$ cat config.mk
export PLATFORM = sky130hd
export DESIGN_NAME = cdc_in_arbiter
export DESIGN_NICKNAME = d
export VERILOG_FILES = /design/src/rtl/cdc_in_arbiter.sv
export SDC_FILE = /design/constraint.sdc
export NUM_CORES = 1
export LEC_CHECK = 0
export CAP_MARGIN = 20
export CORE_MARGIN = 4
export CORE_UTILIZATION = 44
export DETAILED_ROUTE_END_ITERATION = 10
export GPL_TIMING_DRIVEN = 0
export HOLD_SLACK_MARGIN = 0.1
export PLACE_DENSITY = 0.83
export SLEW_MARGIN = 25
export SYNTH_ARGS = -nofsm -noshare
export SYNTH_HDL_FRONTEND = slang
export SYNTH_SLANG_ARGS = --single-unit
export TNS_END_PERCENT = 100
$ cat constraint.sdc
create_clock -name clk_i -period 2 [get_ports clk_i]
set_input_delay 0.2 -clock clk_i [delete_from_list [all_inputs] [get_ports clk_i]]
set_output_delay 0.2 -clock clk_i [all_outputs]
set_load 0.02 [all_outputs]
$ cat src/rtl/cdc_in_arbiter.sv
`default_nettype none
// ============================================================================
// Module   : cdc_in_arbiter
// Purpose  : Packet-granular round-robin arbiter that shares the single
//            USB CDC bulk IN byte stream between N_REQ application sources.
//            A grant is held for a whole burst and released on the last
//            byte, on reaching MAX_BURST bytes, or when the granted source
//            stalls (valid low) for TIMEOUT cycles. Every release is followed
//            by at least one IDLE cycle so all sources are re-arbitrated.
// Ports    : clk_i, rst_i        - app clock, synchronous active-high reset
//            req_data_i/valid_i/last_i, req_ready_o - per-requester byte streams
//            in_data_o/in_valid_o, in_ready_i       - to/from usb_cdc IN port
//            grant_o             - registered one-hot grant
//            busy_o              - a grant is active
// Revision : 1.0 - initial release
// ============================================================================
module cdc_in_arbiter #(
  parameter int N_REQ     = 2,
  parameter int MAX_BURST = 64,
  parameter int TIMEOUT   = 16
) (
  input  logic                 clk_i,
  input  logic                 rst_i,
  input  logic [8*N_REQ-1:0]   req_data_i,
  input  logic [N_REQ-1:0]     req_valid_i,
  input  logic [N_REQ-1:0]     req_last_i,
  output logic [N_REQ-1:0]     req_ready_o,
  output logic [7:0]           in_data_o,
  output logic                 in_valid_o,
  input  logic                 in_ready_i,
  output logic [N_REQ-1:0]     grant_o,
  output logic                 busy_o
);

  localparam int C_PTR_W  = (N_REQ > 1) ? $clog2(N_REQ) : 1;
  localparam int C_BCNT_W = $clog2(MAX_BURST + 1);
  // A disabled timeout still needs a 1-bit counter so the register is legal.
  localparam int C_TCNT_W = (TIMEOUT > 0) ? $clog2(TIMEOUT + 1) : 1;

  localparam logic [C_BCNT_W-1:0] C_MAX_BURST = C_BCNT_W'(MAX_BURST);
  localparam logic [C_TCNT_W-1:0] C_TIMEOUT   = C_TCNT_W'(TIMEOUT);
  // Last-winner pointer resets to the highest index so requester 0 wins first.
  localparam logic [C_PTR_W-1:0]  C_PTR_RST   = C_PTR_W'(N_REQ - 1);
  localparam logic                C_TMO_EN    = (TIMEOUT != 0);

  typedef enum logic [0:0] {
    ST_IDLE  = 1'b0,
    ST_GRANT = 1'b1
  } state_t;

  state_t                state_q;
  logic [N_REQ-1:0]      grant_q;
  logic [C_PTR_W-1:0]    ptr_q;
  logic [C_BCNT_W-1:0]   bcnt_q;
  logic [C_TCNT_W-1:0]   tcnt_q;

  logic [N_REQ-1:0]      grant_d;
  logic [C_PTR_W-1:0]    ptr_d;
  logic [C_BCNT_W-1:0]   bcnt_d;
  logic [C_TCNT_W-1:0]   tcnt_d;

  logic [7:0]            w_data;
  logic                  w_sel_valid;
  logic                  w_sel_last;
  logic                  w_any;
  logic                  w_beat;
  logic                  w_rel_beat;
  logic                  w_rel_tmo;
  int                    w_best;
  int                    w_dist;

  // Datapath mux: grant_q is all-zero in IDLE, so every output collapses to
  // zero there without a separate state qualifier.
  always_comb begin
    w_data      = 8'h00;
    w_sel_valid = 1'b0;
    w_sel_last  = 1'b0;
    for (int k = 0; k < N_REQ; k++) begin
      if (grant_q[k]) begin
        w_data      = w_data | req_data_i[8*k +: 8];
        w_sel_valid = w_sel_valid | req_valid_i[k];
        w_sel_last  = w_sel_last | req_last_i[k];
      end
    end
  end

  // Round-robin pick: the winner is the valid requester with the smallest
  // forward distance from the last winner (ptr+1 has distance 0).
  always_comb begin
    grant_d = '0;
    ptr_d   = ptr_q;
    w_any   = 1'b0;
    w_best  = N_REQ;
    w_dist  = 0;
    for (int k = 0; k < N_REQ; k++) begin
      if (req_valid_i[k]) begin
        w_dist = (k > int'(ptr_q)) ? (k - int'(ptr_q) - 1)
                                   : (k + N_REQ - int'(ptr_q) - 1);
        if (w_dist < w_best) begin
          w_best     = w_dist;
          grant_d    = '0;
          grant_d[k] = 1'b1;
          ptr_d      = C_PTR_W'(k);
          w_any      = 1'b1;
        end
      end
    end
  end

  assign bcnt_d     = bcnt_q + 1'b1;
  assign tcnt_d     = tcnt_q + 1'b1;
  assign w_beat     = w_sel_valid & in_ready_i;
  // Last and burst limit on the same beat fold into one release.
  assign w_rel_beat = w_beat & (w_sel_last | (bcnt_d == C_MAX_BURST));
  // Only a missing byte counts as a stall; a NAK (valid high, ready low) never does.
  assign w_rel_tmo  = ~w_sel_valid & C_TMO_EN & (tcnt_d == C_TIMEOUT);

  always_ff @(posedge clk_i) begin
    if (rst_i) begin
      state_q <= ST_IDLE;
      grant_q <= '0;
      ptr_q   <= C_PTR_RST;
      bcnt_q  <= '0;
      tcnt_q  <= '0;
    end else begin
      case (state_q)
        ST_IDLE: begin
          if (w_any) begin
            state_q <= ST_GRANT;
            grant_q <= grant_d;
            ptr_q   <= ptr_d;
            bcnt_q  <= '0;
            tcnt_q  <= '0;
          end
        end
        ST_GRANT: begin
          if (w_rel_beat || w_rel_tmo) begin
            state_q <= ST_IDLE;
            grant_q <= '0;
            bcnt_q  <= '0;
            tcnt_q  <= '0;
          end else if (w_beat) begin
            bcnt_q <= bcnt_d;
            tcnt_q <= '0;
          end else if (!w_sel_valid) begin
            tcnt_q <= tcnt_d;
          end
        end
        default: begin
          state_q <= ST_IDLE;
          grant_q <= '0;
        end
      endcase
    end
  end

  assign in_data_o   = w_data;
  assign in_valid_o  = w_sel_valid;
  assign req_ready_o = grant_q & {N_REQ{in_ready_i}};
  assign grant_o     = grant_q;
  assign busy_o      = (state_q == ST_GRANT);

endmodule
`default_nettype wire

==> flow_metrics.env, run 1 <==
export IMPL_slowest_delay_ns=0.61
export IMPL_die_h_um=56.02
export IMPL_path_cells="clkbuf_4, inv_1, nor2_1, clkdlybuf4s50_1"
export IMPL_maxSlewHeadroom=0.4333
export IMPL_clock_sinks=16
export IMPL_cts_setup_buffers=0
export IMPL_grt_setup_unrepaired="false"
export IMPL_ios=37
export IMPL_worstPathMaxFanout=10
export IMPL_yosysWarnings=0
export IMPL_clk_pin_slew_ns=0.09
export IMPL_cts_root_buf="clkbuf_4"
export IMPL_r2r_start="tcnt_q[0]$_SDFFE_PP0P_"
export IMPL_setup_tns_ns=0
export IMPL_crit_arrival_ns=1.73
export IMPL_hold_viol_final=0
export IMPL_route_met2_wl_um=1256
export IMPL_hp_class="flip-flop to flip-flop"
export IMPL_worst_path_buf_inv=3
export IMPL_wl_per_cell_um=14.53
export IMPL_wl_met3_um=202
export IMPL_via_per_inst=5.787
export IMPL_cts_hold_buf=0
export IMPL_post_route_util=0.6510
export IMPL_irDropWorstVdd_v=0.0004811
export IMPL_top_layer_used="met4"
export IMPL_reg2reg_depth=6
export IMPL_final_setup_viol_count=0
export IMPL_cts_buffers=3
export IMPL_min_from="tcnt_q[4]$_SDFFE_PP0P_"
export IMPL_synthFlopType="dfxtp_1"
export IMPL_grt_max_degree=11
export IMPL_synthMuxAreaShare=0.01973
export IMPL_slew_viol_final=0
export IMPL_ff_latch_area_sq_um=320.3
export IMPL_finalInstanceArea_sq_um=1440
export IMPL_first_pass_iters=4
export IMPL_dpl_hpwl_um=2224
export IMPL_multi_input_area_sq_um=638.1
export IMPL_fill_cells=201
export IMPL_synth_seq_cells=16
export IMPL_synth_top_family_by_area="compound AO/OA/AOI/OAI gates"
export IMPL_regToRegSetupSlack_ns=0.18
export IMPL_dp_cells=185
export IMPL_fp_dieW_um=56.02
export IMPL_period_share=0.9642
export IMPL_finalWirelength_um=2732
export IMPL_syn_area_per_cell_sq_um=8.386
export IMPL_layout_nets=188
export IMPL_crit_type="flip-flop to output port"
export IMPL_r2r_end="bcnt_q[4]$_SDFFE_PP0P_"
export IMPL_crit_family="buffers and inverters"
export IMPL_ant_nets=0
export IMPL_synth_compound_area_share=0.3280
export IMPL_grt_pass1_wl_um=4643
export IMPL_final_common_cell="clkdlybuf4s50_1"
export IMPL_place_ws_ns=-0.1675
export IMPL_status="finished clean"
export IMPL_grt_pass1_vias=1051
export IMPL_drive_above_1_share=0.07500
export IMPL_final_cell_count_no_fill=188
export IMPL_yosysSeqAreaShare=0.3157
export IMPL_ys_types=39
export IMPL_total_power_mw=0.7424
export IMPL_vias=1088
export IMPL_syn_nets=147
export IMPL_async_flop_share=0
export IMPL_clock_skew_ns=0.002456
export IMPL_finalCriticalPeriod_ns=1.928
export IMPL_tritoncts="yes"
export IMPL_drc=0
export IMPL_port_buffers=36
export IMPL_place_gp_congestion=0.8613
export IMPL_drt_met1_wl_um=1234
export IMPL_crit_required_ns=1.80
export IMPL_syn_area_sq_um=1015
export IMPL_clk_path_buf_depth=2
export IMPL_cellLeakagePower_nw=0.5385
export IMPL_initial_utilization=0.4587
export IMPL_yosys_area_share_adder=0.03699
export IMPL_mostFrequentLayoutCells="35 x clkdlybuf4s50_1, 16 x dfxtp_1, 12 x nor2_1"
export IMPL_holdPathStages=2
export IMPL_hold_slack_ns=0.4717
export IMPL_clkLatencyLatePin_ns=0.29
export IMPL_antennaDiodeCount=0
export IMPL_max_cap_viol_count=0
export IMPL_netlist_instances=121
export IMPL_die_area_sq_um=3138
export IMPL_synth_xor_area_share=0.04316
export IMPL_cts_max_level=1
export IMPL_crit_path_top_delay_cell="clkdlybuf4s50_1"
export IMPL_worst_slack_ns=0.07163
export IMPL_fmax_mhz=518.6
export IMPL_antenna_found_initial=0
export IMPL_rows=17
export IMPL_synth_simple_area_share=0.2010
export IMPL_design_core_area_sq_um=2212
export IMPL_gr_total_overflow=0
export IMPL_critPathLaunchType="flip-flop"
export IMPL_synth_edf_count=0
export IMPL_hold_end="tcnt_q[4]$_SDFFE_PP0P_"
export IMPL_worst_slew_pin_transition_ns=0.8436
export IMPL_placed_area_sq_um=1410
export IMPL_drt_iter0_markers=38
export IMPL_cp_end_kind="output port"
export IMPL_power_density_nw_per_um2=515.5
export IMPL_areaGrowthSynthToFinish_pct=41.92
export IMPL_grt_usage=0.1829
cell type report:
cell class	instances	share of cell area
buffer	4	0.01477
clock buffer	3	0.01564
inverter	10	0.02780
multi-input combinational	91	0.4431
sequential	16	0.2224
tap	28	0.02433
timing repair buffer	36	0.2520
logic make-up after synthesis:
| logic type | Yosys count |
|---|---|
| muxes | 2 |
| buffers and inverters | 14 |
| and+or+nand+nor | 40 |
| AOI/OAI and AO/OA | 41 |
| DFF | 16 |
| adders and majority gates | 3 |
| xor gates and xnor gates | 5 |
where the power goes:
part / internal (mW) / total (mW) / switching (mW)
Clock: 0.0700 / 0.175 / 0.105
Combinational: 0.117 / 0.229 / 0.112
Sequential: 0.329 / 0.339 / 0.0101
metal layers:
layer,vias to the layer above,global-route usage
met5,-,0
met4,0,0.05085
met3,5,0.04640
met2,47,0.3122
met1,506,0.2258
li1,530,-
worst min-delay path: cells and delay by family (launching register included):
family / cells / cell delay, ns
flip-flops: 1 / 0.33
AND/OR/NAND/NOR: 1 / 0.05
AO/OA/AOI/OAI: 1 / 0.05
how the worst max path moves through the flow:
stage	endpoint	cells after the start	slack [ns]	from
floorplan	bcnt_q[4]$_SDFFE_PP0P_	6	0.34	tcnt_q[0]$_SDFFE_PP0P_
global placement	bcnt_q[4]$_SDFFE_PP0P_	6	-0.15	req_valid_i[0]
detailed placement	bcnt_q[4]$_SDFFE_PP0P_	6	-0.17	req_valid_i[0]
CTS	req_ready_o[1]	4	0.01	grant_o[1]$_SDFFE_PP0P_
global route	in_data_o[4]	3	0.0004	grant_o[1]$_SDFFE_PP0P_
finish	req_ready_o[0]	4	0.07	grant_o[0]$_SDFFE_PP0P_
cell usage after synthesis, drive strengths merged, types with 2 or more instances:
| library cell | number | share of area |
|---|---|---|
| o211ai | 2 | 0.015 |
| nor2 | 12 | 0.044 |
| inv | 10 | 0.039 |
| nor3 | 2 | 0.0099 |
| a22o | 9 | 0.078 |
| ha | 3 | 0.037 |
| dfxtp | 16 | 0.32 |
| a21oi | 2 | 0.0099 |
| nand3 | 7 | 0.035 |
| xnor2 | 3 | 0.026 |
| clkbuf | 3 | 0.011 |
| o21ai | 11 | 0.065 |
| or3 | 2 | 0.012 |
| xor2 | 2 | 0.017 |
| a31oi | 6 | 0.037 |
| nand3b | 2 | 0.015 |
| nand2 | 9 | 0.041 |
| o311a | 2 | 0.020 |
| mux2i | 2 | 0.020 |
flip-flops by register name, summed over array words and instances, names as in the netlist:
name     count
bcnt_q       7
grant_o      2
busy_o       1
tcnt_q       5
ptr_q        1
repair_timing:
action | in CTS | in global routing
setup endpoints to repair | 10 | 6
pin swaps | 0 | 0
resized for setup | 2 | 4
Note: power is estimated with default switching activity, not from simulation.
==> run 2: changes to the inputs <==
--- a/config.mk
+++ b/config.mk
@@ -5,13 +5,15 @@
 export SDC_FILE = /design/constraint.sdc
 export NUM_CORES = 1
 export LEC_CHECK = 0
+export ABC_AREA = 1
 export CAP_MARGIN = 20
 export CORE_MARGIN = 4
 export CORE_UTILIZATION = 44
+export CTS_CLUSTER_SIZE = 14
 export DETAILED_ROUTE_END_ITERATION = 10
 export GPL_TIMING_DRIVEN = 0
 export HOLD_SLACK_MARGIN = 0.1
-export PLACE_DENSITY = 0.83
+export PLACE_DENSITY = 0.82
 export SLEW_MARGIN = 25
 export SYNTH_ARGS = -nofsm -noshare
 export SYNTH_HDL_FRONTEND = slang
==> flow_metrics.env, run 2 <==
export IMPL_status="finished clean"
export IMPL_irDropWorstVdd_v=0.0004257
export IMPL_r2r_end="bcnt_q[0]$_SDFFE_PP0P_"
export IMPL_cellLeakagePower_nw=0.6107
export IMPL_antennaDiodeCount=0
export IMPL_max_cap_viol_count=0
export IMPL_fmax_mhz=526.4
export IMPL_ys_types=31
export IMPL_crit_type="flip-flop to output port"
export IMPL_slew_viol_final=0
export IMPL_maxSlewHeadroom=0.7069
export IMPL_fill_cells=199
export IMPL_dp_cells=212
export IMPL_fp_dieW_um=57.25
export IMPL_grt_pass1_wl_um=4740
export IMPL_first_pass_iters=4
export IMPL_port_buffers=36
export IMPL_syn_area_per_cell_sq_um=7.211
export IMPL_final_common_cell="clkdlybuf4s50_1"
export IMPL_syn_nets=174
export IMPL_final_cell_count_no_fill=214
export IMPL_syn_area_sq_um=1067
export IMPL_grt_pass1_vias=1056
export IMPL_yosysSeqAreaShare=0.3001
export IMPL_initial_utilization=0.4734
export IMPL_largest_register_ffs=7
export IMPL_layout_nets=214
export IMPL_cp_depth=3
export IMPL_worst_slack_ns=0.1004
export IMPL_ant_nets=0
export IMPL_clk_pin_slew_ns=0.08
export IMPL_wl_per_cell_um=13.30
export IMPL_die_area_sq_um=3278
export IMPL_synthFlopType="dfxtp_1"
export IMPL_async_flop_share=0
export IMPL_synth_top_area_frac=0.3001
export IMPL_antenna_found_initial=0
export IMPL_power_density_nw_per_um2=515.6
export IMPL_critPathCapture="in_data_o[4]"
export IMPL_worstPathMaxFanout=10
export IMPL_cts_max_level=1
export IMPL_hp_class="flip-flop to flip-flop"
export IMPL_crit_family="buffers and inverters"
export IMPL_synth_area_leaders="dfxtp_1 30%, nand2_1 9.5%, nand3_1 8.4%"
export IMPL_cts_root_buf="clkbuf_4"
export IMPL_yosysMostFrequentCell="nand2_1"
export IMPL_top_register="bcnt_q"
export IMPL_final_setup_viol_count=0
export IMPL_hold_viol_final=0
export IMPL_clkLatencyLatePin_ns=0.29
export IMPL_ys_top_cells_by_count="27 x nand2_1, 18 x nand3_1, 16 x dfxtp_1, 15 x inv_1, 14 x nor2_1"
export IMPL_setup_tns_ns=0
export IMPL_drive_above_1_share=0.1505
export IMPL_cp_end_kind="output port"
export IMPL_clock_sinks=16
export IMPL_slowest_delay_ns=0.61
export IMPL_post_synth_top_area_cell="dfxtp_1"
export IMPL_synth_edf_count=0
export IMPL_crit_arrival_ns=1.70
export IMPL_min_from="ptr_q$_SDFFE_PP1P_"
export IMPL_period_share=0.9498
export IMPL_yosysWarnings=0
export IMPL_areaGrowthSynthToFinish_pct=39.04
export IMPL_rows=17
export IMPL_finalCriticalPeriod_ns=1.900
export IMPL_reg2reg_depth=8
export IMPL_grt_usage=0.1826
export IMPL_tritoncts="yes"
export IMPL_via_per_inst=5.234
export IMPL_drt_iter0_markers=30
export IMPL_worst_path_buf_inv=2
export IMPL_clock_skew_ns=0.01004
export IMPL_path_cells="buf_2, a22o_1, clkdlybuf4s50_1"
export IMPL_grt_max_degree=14
export IMPL_dpl_hpwl_um=2263
export IMPL_drc=0
export IMPL_cts_hold_buf=0
export IMPL_place_ws_ns=0.1029
export IMPL_ios=37
export IMPL_synth_seq_cells=16
export IMPL_place_gp_congestion=0.8330
export IMPL_worst_slew_pin_transition_ns=0.4397
export IMPL_clk_path_buf_depth=2
export IMPL_vias=1120
export IMPL_startpoint="grant_o[1]$_SDFFE_PP0P_"
export IMPL_crit_required_ns=1.80
export IMPL_design_core_area_sq_um=2255
export IMPL_critPathLaunchType="flip-flop"
export IMPL_r2r_start="tcnt_q[0]$_SDFFE_PP0P_"
export IMPL_die_h_um=57.25
export IMPL_finalWirelength_um=2846
export IMPL_crit_path_top_delay_cell="clkdlybuf4s50_1"
export IMPL_cts_buffers=3
export IMPL_netlist_instances=148
export IMPL_grt_setup_unrepaired="false"
export IMPL_mostFrequentLayoutCells="36 x clkdlybuf4s50_1, 27 x nand2_1, 18 x nand3_1, 15 x inv_1, 15 x dfxtp_1"
export IMPL_gr_total_overflow=0
export IMPL_regToRegSetupSlack_ns=0.20
[run 2: changes by cell type in the layout (fill, tap and decap cells not counted), sizes merged, moves of 2 or more]
cell    before  now
nand2        9   29
or3          2    0
o211ai       2    0
inv         10   20
a21oi        2    9
mux2i        2    0
o311a        2    0
nand3        7   20
nor2        12   17
clkbuf       5    3
a31oi        6    0
[run 2: tightest hold or removal path, stage by stage, from the launching register on]
cell	delay, ns
dfxtp_1	0.34
nand2_1	0.05
nand3_1	0.05
[run 2: report_power, final]
group	total (mW)	switching, mW	leakage, nW	internal [mW]
clock network	0.170	0.100	0.0138	0.0701
registers	0.360	0.0243	0.131	0.336
logic	0.235	0.117	0.466	0.118
total	0.765	0.242	0.611	0.524
[run 2: how the worst min path moves through the flow]
stage / to / slack, ns / cells past startpoint
4_1_cts: ptr_q$_SDFFE_PP1P_ / 0.47 / 2
3_3_place_gp: ptr_q$_SDFFE_PP1P_ / 0.45 / 2
5_1_grt: ptr_q$_SDFFE_PP1P_ / 0.51 / 2
2_1_floorplan: grant_o[0]$_SDFFE_PP0P_ / 0.27 / 1
3_5_place_dp: ptr_q$_SDFFE_PP1P_ / 0.45 / 2
6_report: ptr_q$_SDFFE_PP1P_ / 0.47 / 2
[run 2: logic make-up after synthesis]
logic type      after synthesis  synth area share
flops                        16            0.3001
compound gates               30            0.2181
xor+xnor                      4           0.03283
simple gates                 72            0.3330
fa+ha+maj                     3           0.03517
buf+inv                      23           0.08089
[run 2: per-layer routing]
layer | wire length [um] | up-vias | GRT usage
li1 | - | 572 | -
met1 | 1280 | 493 | 0.2325
met2 | 1250 | 50 | 0.3083
met3 | 278 | 5 | 0.04299
met4 | 37 | 0 | 0.04967
met5 | 0 | - | 0
[run 2: what timing repair did]
item / in CTS / in global routing
endpoints found under the setup margin: 9 / 1
gates resized for setup: 1 / 1
endpoints found under the hold margin: 0 / 0
buffers inserted: 0 / 0
[run 2: layout make-up]
cell class	count	area, sq um	area share
multi-input cells	109	660.6	0.4452
repair buffers	36	360.3	0.2428
flip-flops and latches	16	321.6	0.2167
inverters	20	75.07	0.05059
well taps	28	35.03	0.02361
clock buffers	3	22.52	0.01518
plain buffers	2	8.758	0.005902
[run 2: through the flow]
| stage | cell area (sq um) | total power, mW | util | hold slack [ns] |
|---|---|---|---|---|
| after global placement | 1463 | 0.5964 | 0.6487 | 0.4471 |
| after CTS | 1483 | 0.7676 | 0.6576 | 0.4750 |
| final | 1484 | 0.7652 | 0.6582 | 0.4685 |
| after floorplan | 1067 | 0.4921 | - | 0.2691 |
| after detailed placement | 1463 | 0.6023 | 0.6487 | 0.4523 |
| after global routing | 1484 | 0.8080 | 0.6582 | 0.5056 |
==> run 3: changes to the inputs <==
--- a/config.mk
+++ b/config.mk
@@ -6,7 +6,7 @@
 export NUM_CORES = 1
 export LEC_CHECK = 0
 export ABC_AREA = 1
-export CAP_MARGIN = 20
+export CAP_MARGIN = 40
 export CORE_MARGIN = 4
 export CORE_UTILIZATION = 44
 export CTS_CLUSTER_SIZE = 14
==> constraint.sdc (replaced) <==
create_clock -name clk_i -period 1.8 [get_ports clk_i]
set_input_delay 0.18 -clock clk_i [delete_from_list [all_inputs] [get_ports clk_i]]
set_output_delay 0.18 -clock clk_i [all_outputs]
set_load 0.02 [all_outputs]
==> flow_metrics.env, run 3 (synthesized netlist as in run 2, its figures left out) <==
export IMPL_crit_type="flip-flop to flip-flop"
export IMPL_placed_area_sq_um=1463
export IMPL_clkLatencyLatePin_ns=0.29
export IMPL_place_ws_ns=-0.07713
export IMPL_min_from="ptr_q$_SDFFE_PP1P_"
export IMPL_grt_max_degree=11
export IMPL_fmax_mhz=574.4
export IMPL_cp_end_kind="flip-flop"
export IMPL_p_seq_frac=0.464
export IMPL_largest_register_ffs=7
export IMPL_worst_slew_pin_transition_ns=0.4448
export IMPL_r2r_start="tcnt_q[0]$_SDFFE_PP0P_"
export IMPL_wl_per_cell_um=13.96
export IMPL_cts_root_buf="clkbuf_4"
export IMPL_maxSlewHeadroom=0.7035
export IMPL_clock_skew_ns=0.006194
export IMPL_crit_required_ns=2.03
export IMPL_dp_cells=212
export IMPL_antenna_found_initial=0
export IMPL_dpl_hpwl_um=2263
export IMPL_hp_class="flip-flop to flip-flop"
export IMPL_period_share=0.9672
export IMPL_via_per_inst=5.393
export IMPL_initial_utilization=0.4734
export IMPL_final_setup_viol_count=0
export IMPL_layout_nets=219
export IMPL_cts_max_level=1
export IMPL_reg2reg_depth=9
export IMPL_die_h_um=57.25
export IMPL_regToRegSetupSlack_ns=0.06
export IMPL_grt_usage=0.1836
export IMPL_design_core_area_sq_um=2255
export IMPL_p_sw_mw=0.2794
export IMPL_irDropWorstVdd_v=0.0004938
export IMPL_clk_path_buf_depth=2
export IMPL_antennaDiodeCount=0
export IMPL_finalWirelength_um=3058
export IMPL_slowest_delay_ns=0.37
export IMPL_port_buffers=36
export IMPL_first_pass_iters=4
export IMPL_clk_pin_slew_ns=0.10
export IMPL_worst_slack_ns=0.05902
export IMPL_gr_total_overflow=0
export IMPL_ff_latch_area_sq_um=329.1
export IMPL_areaGrowthSynthToFinish_pct=47.25
export IMPL_status="finished clean"
export IMPL_p_int_mw=0.5823
export IMPL_grt_setup_unrepaired="true"
export IMPL_hold_end="ptr_q$_SDFFE_PP1P_"
export IMPL_critPathLaunchType="flip-flop"
export IMPL_rows=17
export IMPL_final_common_cell="nand2_1"
export IMPL_drive_above_1_share=0.2199
export IMPL_slew_viol_final=0
export IMPL_tritoncts="yes"
export IMPL_grt_pass1_vias=1064
export IMPL_hold_viol_final=0
export IMPL_mostFrequentLayoutCells="27 x nand2_1, 26 x clkdlybuf4s50_1, 17 x nand3_1, 15 x inv_1, 14 x nor2_1"
export IMPL_top_register="bcnt_q"
export IMPL_worstPathMaxFanout=5
export IMPL_die_area_sq_um=3278
export IMPL_drc=0
export IMPL_final_cell_count_no_fill=219
export IMPL_ios=37
export IMPL_holdPathStages=2
export IMPL_total_power_mw=0.8617
export IMPL_crit_path_top_delay_cell="dfxtp_4"
export IMPL_cellLeakagePower_nw=0.6960
export IMPL_vias=1181
export IMPL_path_cells="ha_4, xnor2_2, nand2_1, nor2_2, nand3_2, a21oi_4, buf_6, o21ai_0, a21oi_1"
export IMPL_fill_cells=184
export IMPL_fp_dieW_um=57.25
export IMPL_p_sw_frac=0.3242
export IMPL_cts_buffers=3
export IMPL_grt_pass1_wl_um=4767
export IMPL_crit_arrival_ns=1.97
export IMPL_finalCriticalPeriod_ns=1.741
export IMPL_power_density_nw_per_um2=548.3
export IMPL_r2r_end="bcnt_q[5]$_SDFFE_PP0P_"
export IMPL_clkPwrFrac=0.222
export IMPL_place_gp_congestion=0.8330
export IMPL_max_cap_viol_count=0
export IMPL_hold_slack_ns=0.4733
export IMPL_combPwrFrac=0.314
export IMPL_clock_sinks=16
export IMPL_finalInstanceArea_sq_um=1572
export IMPL_ant_nets=0
export IMPL_multi_input_area_sq_um=705.7
export IMPL_drt_iter0_markers=36
## run 3: changes by cell type in the layout (fill, tap and decap cells not counted), sizes merged
cell,previous run,this run
clkbuf,3,4
clkdlybuf4s50,36,26
dlymetal6s2s,0,1
buf,2,6
dlygate4sd2,0,9
## run 3: routing by layer
metal | vias up | wire, um | global-route usage
met3 | 9 | 289 | 0.04299
li1 | 586 | - | -
met4 | 0 | 36 | 0.04967
met2 | 60 | 1414 | 0.3100
met1 | 526 | 1318 | 0.2342
met5 | - | 0 | 0
## run 3: worst max-delay path by stage
stage | start | endpoint | slack, ns | cells past startpoint
3_5_place_dp | req_valid_i[0] | bcnt_q[0]$_SDFFE_PP0P_ | -0.08 | 11
6_report | tcnt_q[0]$_SDFFE_PP0P_ | bcnt_q[5]$_SDFFE_PP0P_ | 0.06 | 9
3_3_place_gp | req_valid_i[0] | bcnt_q[0]$_SDFFE_PP0P_ | -0.05 | 11
4_1_cts | grant_o[0]$_SDFFE_PP0P_ | req_ready_o[0] | 0.005 | 4
5_1_grt | tcnt_q[0]$_SDFFE_PP0P_ | bcnt_q[2]$_SDFFE_PP0P_ | -0.13 | 8
2_1_floorplan | grant_o[1]$_SDFFE_PP0P_ | bcnt_q[0]$_SDFFE_PP0P_ | 0.16 | 9
## run 3: critical path: cells and delay by family, from the launching register on
kind            cells  cell delay [ns]
simple gates        3             0.37
xor+xnor            1             0.14
flops               1             0.37
fa+ha+maj           1             0.17
buf+inv             1             0.14
compound gates      3             0.49
## run 3: repair_timing
action	4_1_cts	5_1_grt
resized for setup	13	15
hold buffers	0	0
setup buffers	0	4
pin swaps	0	9
endpoints found under the setup margin	12	14
## run 3: power by group through the flow
stage          clock network (mW)  logic, mW  registers (mW)
6_report                    0.191      0.271           0.400
5_1_grt                     0.206      0.295           0.403
4_1_cts                     0.191      0.258           0.395
3_5_place_dp                    0      0.266           0.403
3_3_place_gp                    0      0.261           0.401
2_1_floorplan                   0      0.143           0.404
## run 3: metrics by stage
stage / TNS (ns) / util
2_1_floorplan: 0 / -
3_3_place_gp: -0.3200 / 0.6487
3_5_place_dp: -0.4957 / 0.6487
4_1_cts: 0 / 0.6593
5_1_grt: -0.4299 / 0.6970
6_report: 0 / 0.6970
## run 3: cell type report
class,instances,share of cell area
inverter,20,0.04936
multi-input combinational,109,0.4490
buffer,3,0.01035
sequential,16,0.2094
clock buffer,3,0.01433
tap,28,0.02229
timing repair buffer,40,0.2452
